## config.mk

```make
export PLATFORM = sky130hd
export DESIGN_NAME = sign_add_sub_arbiter
export DESIGN_NICKNAME = d
export VERILOG_FILES = /design/src/rtl/sign_add_sub_pkg.sv /design/src/rtl/SignAddSub.sv /design/src/rtl/rr_pick.sv /design/src/rtl/sign_add_sub_arbiter.sv
export SDC_FILE = /design/constraint.sdc
export NUM_CORES = 1
export LEC_CHECK = 0
export CAP_MARGIN = 10
export CORE_UTILIZATION = 50
export DETAILED_ROUTE_END_ITERATION = 10
export PLACE_DENSITY = 0.79
export SLEW_MARGIN = 20
export SYNTH_ARGS = -nofsm -noshare
export SYNTH_HDL_FRONTEND = slang
export SYNTH_HIERARCHICAL = 1
export SYNTH_SLANG_ARGS = --single-unit
```

## constraint.sdc

```tcl
create_clock -name Clk -period 3.4 [get_ports Clk]
set_input_delay 0.68 -clock Clk [delete_from_list [all_inputs] [get_ports Clk]]
set_output_delay 0.68 -clock Clk [all_outputs]
set_load 0.1 [all_outputs]
```

## src/rtl/sign_add_sub_pkg.sv

```systemverilog
// Shared definitions for the signed add/sub arbiter: FSM encoding and
// the signed-overflow rule applied to the primary result.
package sign_add_sub_pkg;

   typedef enum logic [1:0] {
      IDLE = 2'd0,
      EXEC = 2'd1,
      CAPT = 2'd2,
      RESP = 2'd3
   } state_t;

   // Add overflows when like signs give a differently-signed result;
   // subtract overflows when unlike signs give a result unlike A.
   function automatic logic add_sub_ovf(input logic add, input logic a_msb,
                                        input logic b_msb, input logic r_msb);
      logic sign_cond;
      sign_cond = add ? (a_msb == b_msb) : (a_msb != b_msb);
      return sign_cond && (r_msb != a_msb);
   endfunction

endpackage

```

## src/rtl/SignAddSub.sv

```systemverilog
// Registered signed adder/subtractor, one-cycle latency.
// ResultA is the selected operation, ResultB the opposite one.
module SignAddSub #(
   parameter int INPUT_BIT_WIDTH = 8
) (
   input  logic                              Clk,
   input  logic signed [INPUT_BIT_WIDTH-1:0] A,
   input  logic signed [INPUT_BIT_WIDTH-1:0] B,
   input  logic                              AddSubMode,
   output logic signed [INPUT_BIT_WIDTH-1:0] ResultA,
   output logic signed [INPUT_BIT_WIDTH-1:0] ResultB
);

   always_ff @(posedge Clk) begin
      ResultA <= AddSubMode ? (A + B) : (A - B);
      ResultB <= AddSubMode ? (A - B) : (A + B);
   end

endmodule

```

## src/rtl/rr_pick.sv

```systemverilog
// Combinational round-robin picker: first requester after 'last', wrapping.
// Emits a one-hot grant and its encoded index (zero when nothing requests).
module rr_pick #(
   parameter int N   = 4,
   parameter int IDW = 2
) (
   input  logic [N-1:0]   req,
   input  logic [IDW-1:0] last,
   output logic [N-1:0]   gnt,
   output logic [IDW-1:0] idx
);

   logic [IDW-1:0] cand;
   logic           found;

   always_comb begin
      gnt   = '0;
      idx   = '0;
      cand  = '0;
      found = 1'b0;
      for (int k = 1; k <= N; k++) begin
         cand = IDW'((int'(last) + k) % N);
         if (!found && req[cand]) begin
            found     = 1'b1;
            gnt[cand] = 1'b1;
            idx       = cand;
         end
      end
   end

endmodule

```

## src/rtl/sign_add_sub_arbiter.sv

```systemverilog
// Round-robin sequencer sharing one registered SignAddSub among N clients;
// returns primary/alternate results tagged with client id and overflow.
module sign_add_sub_arbiter
   import sign_add_sub_pkg::*;
#(
   parameter int INPUT_BIT_WIDTH = 8,
   parameter int REQUESTERS      = 4,
   parameter int ID_WIDTH        = 2
) (
   input  logic                                  Clk,
   input  logic                                  Reset,
   input  logic [REQUESTERS-1:0]                 ReqValid,
   input  logic [REQUESTERS*INPUT_BIT_WIDTH-1:0] ReqA,
   input  logic [REQUESTERS*INPUT_BIT_WIDTH-1:0] ReqB,
   input  logic [REQUESTERS-1:0]                 ReqMode,
   output logic [REQUESTERS-1:0]                 ReqReady,
   output logic                                  RespValid,
   input  logic                                  RespReady,
   output logic [ID_WIDTH-1:0]                   RespId,
   output logic signed [INPUT_BIT_WIDTH-1:0]     RespResult,
   output logic signed [INPUT_BIT_WIDTH-1:0]     RespAlt,
   output logic                                  RespOverflow,
   output logic                                  Busy
);

   localparam int W = INPUT_BIT_WIDTH;

   state_t                state, state_nxt;
   logic [ID_WIDTH-1:0]   last_grant, pick_idx;
   logic [REQUESTERS-1:0] pick_gnt;
   logic                  accept;

   logic signed [W-1:0]   a_p0, b_p0;
   logic                  mode_p0;
   logic [ID_WIDTH-1:0]   id_p0;
   logic signed [W-1:0]   res_p1, alt_p1;

   rr_pick #(.N(REQUESTERS), .IDW(ID_WIDTH)) u_pick (
      .req (ReqValid),
      .last(last_grant),
      .gnt (pick_gnt),
      .idx (pick_idx)
   );

   always_comb begin
      state_nxt = state;
      ReqReady  = '0;
      case (state)
         IDLE: if (|ReqValid) begin
            ReqReady  = pick_gnt;
            state_nxt = EXEC;
         end
         EXEC: state_nxt = CAPT;
         CAPT: state_nxt = RESP;
         RESP: if (RespReady) state_nxt = IDLE;
         default: state_nxt = IDLE;
      endcase
   end

   assign accept = (state == IDLE) && (|ReqValid);
   assign Busy   = (state != IDLE);

   // stage p0: latched operands drive the shared unit during EXEC
   always_ff @(posedge Clk) begin
      if (Reset) begin
         state        <= IDLE;
         last_grant   <= ID_WIDTH'(REQUESTERS - 1);
         a_p0         <= '0;
         b_p0         <= '0;
         mode_p0      <= 1'b0;
         id_p0        <= '0;
         RespValid    <= 1'b0;
         RespId       <= '0;
         RespResult   <= '0;
         RespAlt      <= '0;
         RespOverflow <= 1'b0;
      end else begin
         state <= state_nxt;
         if (accept) begin
            last_grant <= pick_idx;
            a_p0       <= ReqA[pick_idx*W +: W];
            b_p0       <= ReqB[pick_idx*W +: W];
            mode_p0    <= ReqMode[pick_idx];
            id_p0      <= pick_idx;
         end
         // stage p1: unit outputs valid in CAPT, captured into the response
         if (state == CAPT) begin
            RespValid    <= 1'b1;
            RespId       <= id_p0;
            RespResult   <= res_p1;
            RespAlt      <= alt_p1;
            RespOverflow <= add_sub_ovf(mode_p0, a_p0[W-1], b_p0[W-1], res_p1[W-1]);
         end else if (state == RESP && RespReady) begin
            RespValid <= 1'b0;
         end
      end
   end

   SignAddSub #(.INPUT_BIT_WIDTH(INPUT_BIT_WIDTH)) u_addsub (
      .Clk       (Clk),
      .A         (a_p0),
      .B         (b_p0),
      .AddSubMode(mode_p0),
      .ResultA   (res_p1),
      .ResultB   (alt_p1)
   );

endmodule
```

Word-level counts from Yosys, hierarchy flattened
Index checks and enable logic that the tools add are counted.
{"block": "op_classes", "mul": 0, "add_sub_neg": 6, "magnitude_cmp": 9, "n_mux": 39, "reduce_logical": 18, "shift": 2, "n_eq_ne": 8, "bitwise_logic": 3, "div": 0}
{"cell": "$shiftx A32 B6 Y8", "count": 2}
{"cell": "$mux W4", "count": 6}
{"cell": "$mux W8", "count": 2}
{"cell": "$lt A2 B3 Y1 const B", "count": 5}
{"cell": "$mux W1", "count": 15}
{"cell": "$mux W2", "count": 6}
{"cell": "$or A4 B4 Y4", "count": 3}
{"cell": "$bmux W1 S2", "count": 5}
{"cell": "$logic_and A1 B1 Y1", "count": 10}
{"cell": "$add A8 B8 Y8", "count": 1}
{"cell": "$demux W1 S2", "count": 4}
{"cell": "$ge A2 B1 Y1 const B", "count": 4}
{"cell": "$pmux W2 S4", "count": 1}
{"cell": "$sub A8 B8 Y8", "count": 1}
{"cell": "$add A2 B1 Y2 const B", "count": 2}
{"cell": "$add A2 B2 Y2 const B", "count": 2}
{"cell": "$eq A2 B2 Y1 const B", "count": 2}
{"cell": "$ne A2 B2 Y1 const B", "count": 2}
{"cell": "$reduce_bool A2 Y1", "count": 2}
{"cell": "$reduce_or A4 Y1", "count": 1}
{"cell": "$logic_not A1 Y1", "count": 3}
{"cell": "$eq A2 B1 Y1 const B", "count": 1}
{"cell": "$logic_not A2 Y1", "count": 1}
{"cell": "$ne A1 B1 Y1", "count": 2}
{"cell": "2 further kinds", "count": 2}
{"block": "totals", "input_bits": 75, "memories": 0, "latchBits": 0, "register_bits": 59, "word_cells": 98, "mem_bits_ro": 0, "ramBits": 0, "out_inout_bits": 25}

Logic depth before layout (Yosys ltp)
{"block": "logic_depth", "ltp_word": 15, "ltp_mapped": 11, "ltp_nobuf": 8}

Modules after synthesis
The synthesis kept the hierarchy.
{"module": "sign_add_sub_arbiter", "n_inst": 1, "area_per_inst_um2": 2083.2, "cells_per_inst": 202, "seq_area_each_um2": 860.8}
{"module": "SignAddSub", "n_inst": 1, "area_per_inst_um2": 1312.5, "cells_per_inst": 162, "seq_area_each_um2": 300.3}
{"module": "rr_pick", "n_inst": 1, "area_per_inst_um2": 490.5, "cells_per_inst": 59, "seq_area_each_um2": 0.0}

Worst setup path before layout
Ideal clock, no wire load.
{"block": "synth_path", "path_kind": "register -> output", "startpoint": "register last_grant[0]", "endpoint": "output ReqReady[0]", "stages_incl_launch_ff": 8, "slack_ns": 0.195, "n_path_buf": 1, "arrival_ns": 2.525, "cell_sequence": "dfxtp_1 -> buf_4 -> inv_1 -> ha_1 -> mux4_2 -> o21ai_1 -> a221o_1 -> and2_1"}
{"block": "synth_between", "elab_chain_cells": 15, "elab_cells_between_ends": 50, "cone_classes": "4 x add/sub; 8 x order compare; 25 x mux; 3 x bitwise; 10 x reduce/logical"}
{"item": "start, declared", "line_no": "sign_add_sub_arbiter.sv:29", "text": "logic [ID_WIDTH-1:0] last_grant, pick_idx;"}
{"item": "start signal, assigned", "line_no": "sign_add_sub_arbiter.sv:67", "text": "last_grant <= ID_WIDTH'(REQUESTERS - 1);"}
{"item": "start signal, assigned", "line_no": "sign_add_sub_arbiter.sv:80", "text": "last_grant <= pick_idx;"}
{"item": "parallel branches: the longest is 12 deep, another holds $lt A2 B3 Y1"}
{"item": "$mux W4 *", "line_no": "rr_pick.sv:23", "text": "if (!found && req[cand]) begin"}
{"item": "net pick_gnt[0]", "line_no": "sign_add_sub_arbiter.sv:30", "text": "logic [REQUESTERS-1:0] pick_gnt;"}
{"item": "$mux W4 *", "line_no": "sign_add_sub_arbiter.sv:49", "text": "IDLE: if (|ReqValid) begin"}
{"item": "$mux W4 *", "line_no": "sign_add_sub_arbiter.sv:48", "text": "case (state)"}
{"item": "end, declared", "line_no": "sign_add_sub_arbiter.sv:16", "text": "output logic [REQUESTERS-1:0] ReqReady,"}
Mark *: on every way through the listed nets, which the timed path passes. The select of a mux whose other input is x is not followed.

Final worst setup path
{"block": "layout_path", "startpoint": "input ReqValid[2]", "endpoint": "output ReqReady[0]"}
{"block": "layout_between", "elab_chain_cells": 14, "elab_cells_between_ends": 27, "cone_classes": "17 x mux; 3 x bitwise; 7 x reduce/logical"}
{"item": "start, declared", "line_no": "sign_add_sub_arbiter.sv:12", "text": "input logic [REQUESTERS-1:0] ReqValid,"}
{"item": "$bmux W1 S2", "line_no": "rr_pick.sv:23"}
{"item": "$mux W1 (not written as such)", "line_no": "rr_pick.sv:23"}
{"item": "$mux W1", "line_no": "rr_pick.sv:23"}
{"item": "$logic_not A1 Y1", "line_no": "rr_pick.sv:23"}
{"item": "$logic_and A1 B1 Y1", "line_no": "rr_pick.sv:23"}
{"item": "$mux W1", "line_no": "rr_pick.sv:23"}
{"item": "$logic_not A1 Y1", "line_no": "rr_pick.sv:23"}
{"item": "$logic_and A1 B1 Y1", "line_no": "rr_pick.sv:23"}
{"item": "$mux W1", "line_no": "rr_pick.sv:23"}
{"item": "$logic_not A1 Y1", "line_no": "rr_pick.sv:23"}
{"item": "$logic_and A1 B1 Y1", "line_no": "rr_pick.sv:23"}
{"item": "$mux W4 *", "line_no": "rr_pick.sv:23"}
{"item": "net pick_gnt[0]", "line_no": "sign_add_sub_arbiter.sv:30"}
{"item": "$mux W4 *", "line_no": "sign_add_sub_arbiter.sv:49"}
{"item": "$mux W4 *", "line_no": "sign_add_sub_arbiter.sv:48"}
Mark *: on every way through the listed nets, which the timed path passes. The rest lies on a longest branch. The select of a mux whose other input is x is not followed.

==> results.sh <==
export IMPL_initial_core_util=0.527
export IMPL_clock_latency_ns=0.34
export IMPL_remaining_drc_errors=0
export IMPL_fin_skew_ns=0.00903
export IMPL_syn_inst=423
export IMPL_cts_inserted_buffers=9
export IMPL_syn_area_um2=3890
export IMPL_antenna_left=0
export IMPL_antenna_found_initial=0
export IMPL_async_reset_ff_frac=0
export IMPL_cts_max_level=3
export IMPL_yosysTopAreaCellShare=0.299
export IMPL_clockBufferDepth=2
export IMPL_cellPowerDensity_nw_per_um2=1150
export IMPL_clock_sinks=58
export IMPL_die_w_um=90.2
export IMPL_drive_gt1_frac=0.143
export IMPL_netlist_cell_type_count=60
export IMPL_cts_tree="yes"
export IMPL_fin_crit_sh=0.974
export IMPL_ys_seq_area_frac=0.299
export IMPL_hold_class="register to register"
export IMPL_finalCriticalPeriod_ns=3.31
export IMPL_critPathRequiredTime_ns=2.72
export IMPL_grt_pass1_vias=3235
export IMPL_synth_most_common_cell="nand2_1"
export IMPL_vias_per_cell=5.51
export IMPL_critPathCaptureType="output pin"
export IMPL_path_class="input port to output pin"
export IMPL_tightestPinTransition_ns=0.980
export IMPL_cpPeakStageDelay_ns=0.61
export IMPL_syn_nets=526
export IMPL_drv_slew=0
export IMPL_place_area_um2=4980
export IMPL_num_rows=31
export IMPL_synthFlopType="dfxtp_1"
export IMPL_wirelength_um=8930
export IMPL_synth_top_family_by_area="multiplexers"
export IMPL_drtIter0Drc=235
export IMPL_avgSynthCellArea_um2=9.19
export IMPL_clk_pin_slew_ns=0.06
export IMPL_nNetsFinal=625
export IMPL_slew_headroom=0.344
export IMPL_grt_max_degree=26
export IMPL_synthXorXnorAreaFrac=0.0135
export IMPL_track_usage=0.228
export IMPL_p_leak_nw=2.15
export IMPL_cp_arrival_ns=2.63
export IMPL_rsz0062_at_grt="no"
export IMPL_cp_slowest_cell="mux4_2"
export IMPL_synth_fa_ha_area_frac=0.0940
export IMPL_setup_violations=0
export IMPL_dieArea_um2=8130
export IMPL_fmax_mhz=302
export IMPL_area_growth_pct=33.7
export IMPL_crit_chain="clkdlybuf4s50_1 > mux4_2 > a211oi_4 > a221o_1 > and2_1 > buf_12"
export IMPL_yosys_area_top_type="dfxtp_1"
export IMPL_die_y_um=90.2
export IMPL_fin_area_um2=5190
export IMPL_max_cap_viol_count=0
export IMPL_diodes=0
export IMPL_synth_warnings=6
export IMPL_cp_start_kind="input port"
export IMPL_synth_edf_count=0
export IMPL_core_um2=7370
export IMPL_fin_setup_tns_ns=0
export IMPL_dp_final_hpwl_um=6800
export IMPL_clk_root_buffer_cell="clkbuf_8"
export IMPL_grt_pass1_wl_um=14900
export IMPL_reg2reg_setup_slack_ns=0.58
export IMPL_synthSimpleGateAreaFrac=0.149
export IMPL_firstDrtPassIters=5
export IMPL_fin_total_pwr_mw=5.99
export IMPL_avgRoutedWirePerCell_um=14.3
export IMPL_gr_total_overflow=0
export IMPL_muxShareOfSynthArea=0.191
export IMPL_status="finished clean"
export IMPL_ios=100
export IMPL_crit_fanout=7
export IMPL_place_congestion=0.923
export IMPL_portBuffers=99
export IMPL_synthTopCellsByArea="dfxtp_1, ha_1, mux2i_1"
export IMPL_synth_seq_cells=58
export IMPL_hold_violations=0
export IMPL_vdd_drop_max_uv=893
export IMPL_vias=3445
export IMPL_synthTopCellsByCount="nand2_1, dfxtp_1, nor2_1, a21oi_1, ha_1"
export IMPL_synth_compound_area_share=0.182
==> what timing repair did <==
| item | in CTS | in global routing |
|---|---|---|
| hold buffers | 0 | 0 |
| setup buffers | 0 | 0 |
| resized for setup | 0 | 2 |
| endpoints found under the setup margin | 0 | 4 |
==> power breakdown <==
group / internal (mW) / total (mW) / switching (mW)
registers: 0.972 / 1.16 / 0.192
clock network: 0.393 / 0.646 / 0.253
logic: 1.79 / 4.18 / 2.38
total: 3.16 / 5.99 / 2.83
==> logic make-up (layout without fill, tap and decap cells) <==
family                   after synthesis  after routing
AO/OA/AOI/OAI                        100            100
XOR/XNOR                               6              6
adder cells (fa/ha/maj)               28             28
buffers and inverters                 53            156
flip-flops                            58             58
multiplexers                          47             47
AND/OR/NAND/NOR                      131            131
==> flip-flops by register name (all words and copies together), names as in the netlist <==
| register | count |
|---|---|
| last_grant | 2 |
| RespOverflow | 1 |
| id_p0 | 2 |
| RespValid | 1 |
| b_p0 | 8 |
| u_addsub/ResultA | 7 |
| u_addsub/ResultB | 8 |
| RespAlt | 8 |
| a_p0 | 8 |
| mode_p0 | 1 |
| state | 2 |
| RespId | 2 |
| RespResult | 8 |
==> final timing paths <==
path | startpoint | to | cells past startpoint
max | ReqValid[2] | ReqReady[0] | 6
max reg2reg | last_grant[1]$_SDFFE_PP1P_ | a_p0[5]$_SDFFE_PP0P_ | 9
min | u_addsub/ResultB[5]$_DFF_P_ | RespAlt[5]$_SDFFE_PP0P_ | 2
min reg2reg | u_addsub/ResultB[5]$_DFF_P_ | RespAlt[5]$_SDFFE_PP0P_ | 2
==> final cells by class <==
type,instances,area [um^2]
clock inverters,2,35.0
multi-input cells,312,2460
well taps,99,124
flip-flops and latches,58,1160
repair buffers,115,1150
inverters,26,97.6
clock buffers,13,169
fillers,548,2170
==> per-stage QoR <==
step	utilization	cells	worst slack [ns]	hold slack (ns)
3_5_place_dp	0.675	610	-0.0549	0.460
5_1_grt	0.705	625	0.0233	0.483
3_3_place_gp	0.673	609	0.0637	0.449
4_1_cts	0.703	625	0.0392	0.474
2_1_floorplan	-	423	0.195	0.436
6_report	0.705	625	0.0879	0.470
==> cells in the final DEF, fill, tap and decap left out, types with 11 or more instances in the layout <==
master	instances
dfxtp_1	58
o21ai_0	12
a21oi_1	33
clkbuf_8	12
mux2i_1	25
nor2_1	37
inv_1	25
ha_1	26
clkdlybuf4s50_1	78
buf_4	29
mux4_2	11
nand2_1	62
==> worst max-delay path: cells and delay by family <==
kind,cells,cell delay [ns]
AOI/OAI and AO/OA,2,0.45
buffers and inverters,2,0.71
muxes,1,0.61
and+or+nand+nor,1,0.17
==> routing by layer <==
layer | global-route usage | wire length [um] | vias up
met5 | 0 | 0 | -
met3 | 0.0550 | 584 | 12
li1 | - | - | 1702
met1 | 0.279 | 3780 | 1595
met2 | 0.386 | 4420 | 136
met4 | 0.0860 | 140 | 0
(Power assumes the default switching activity.)
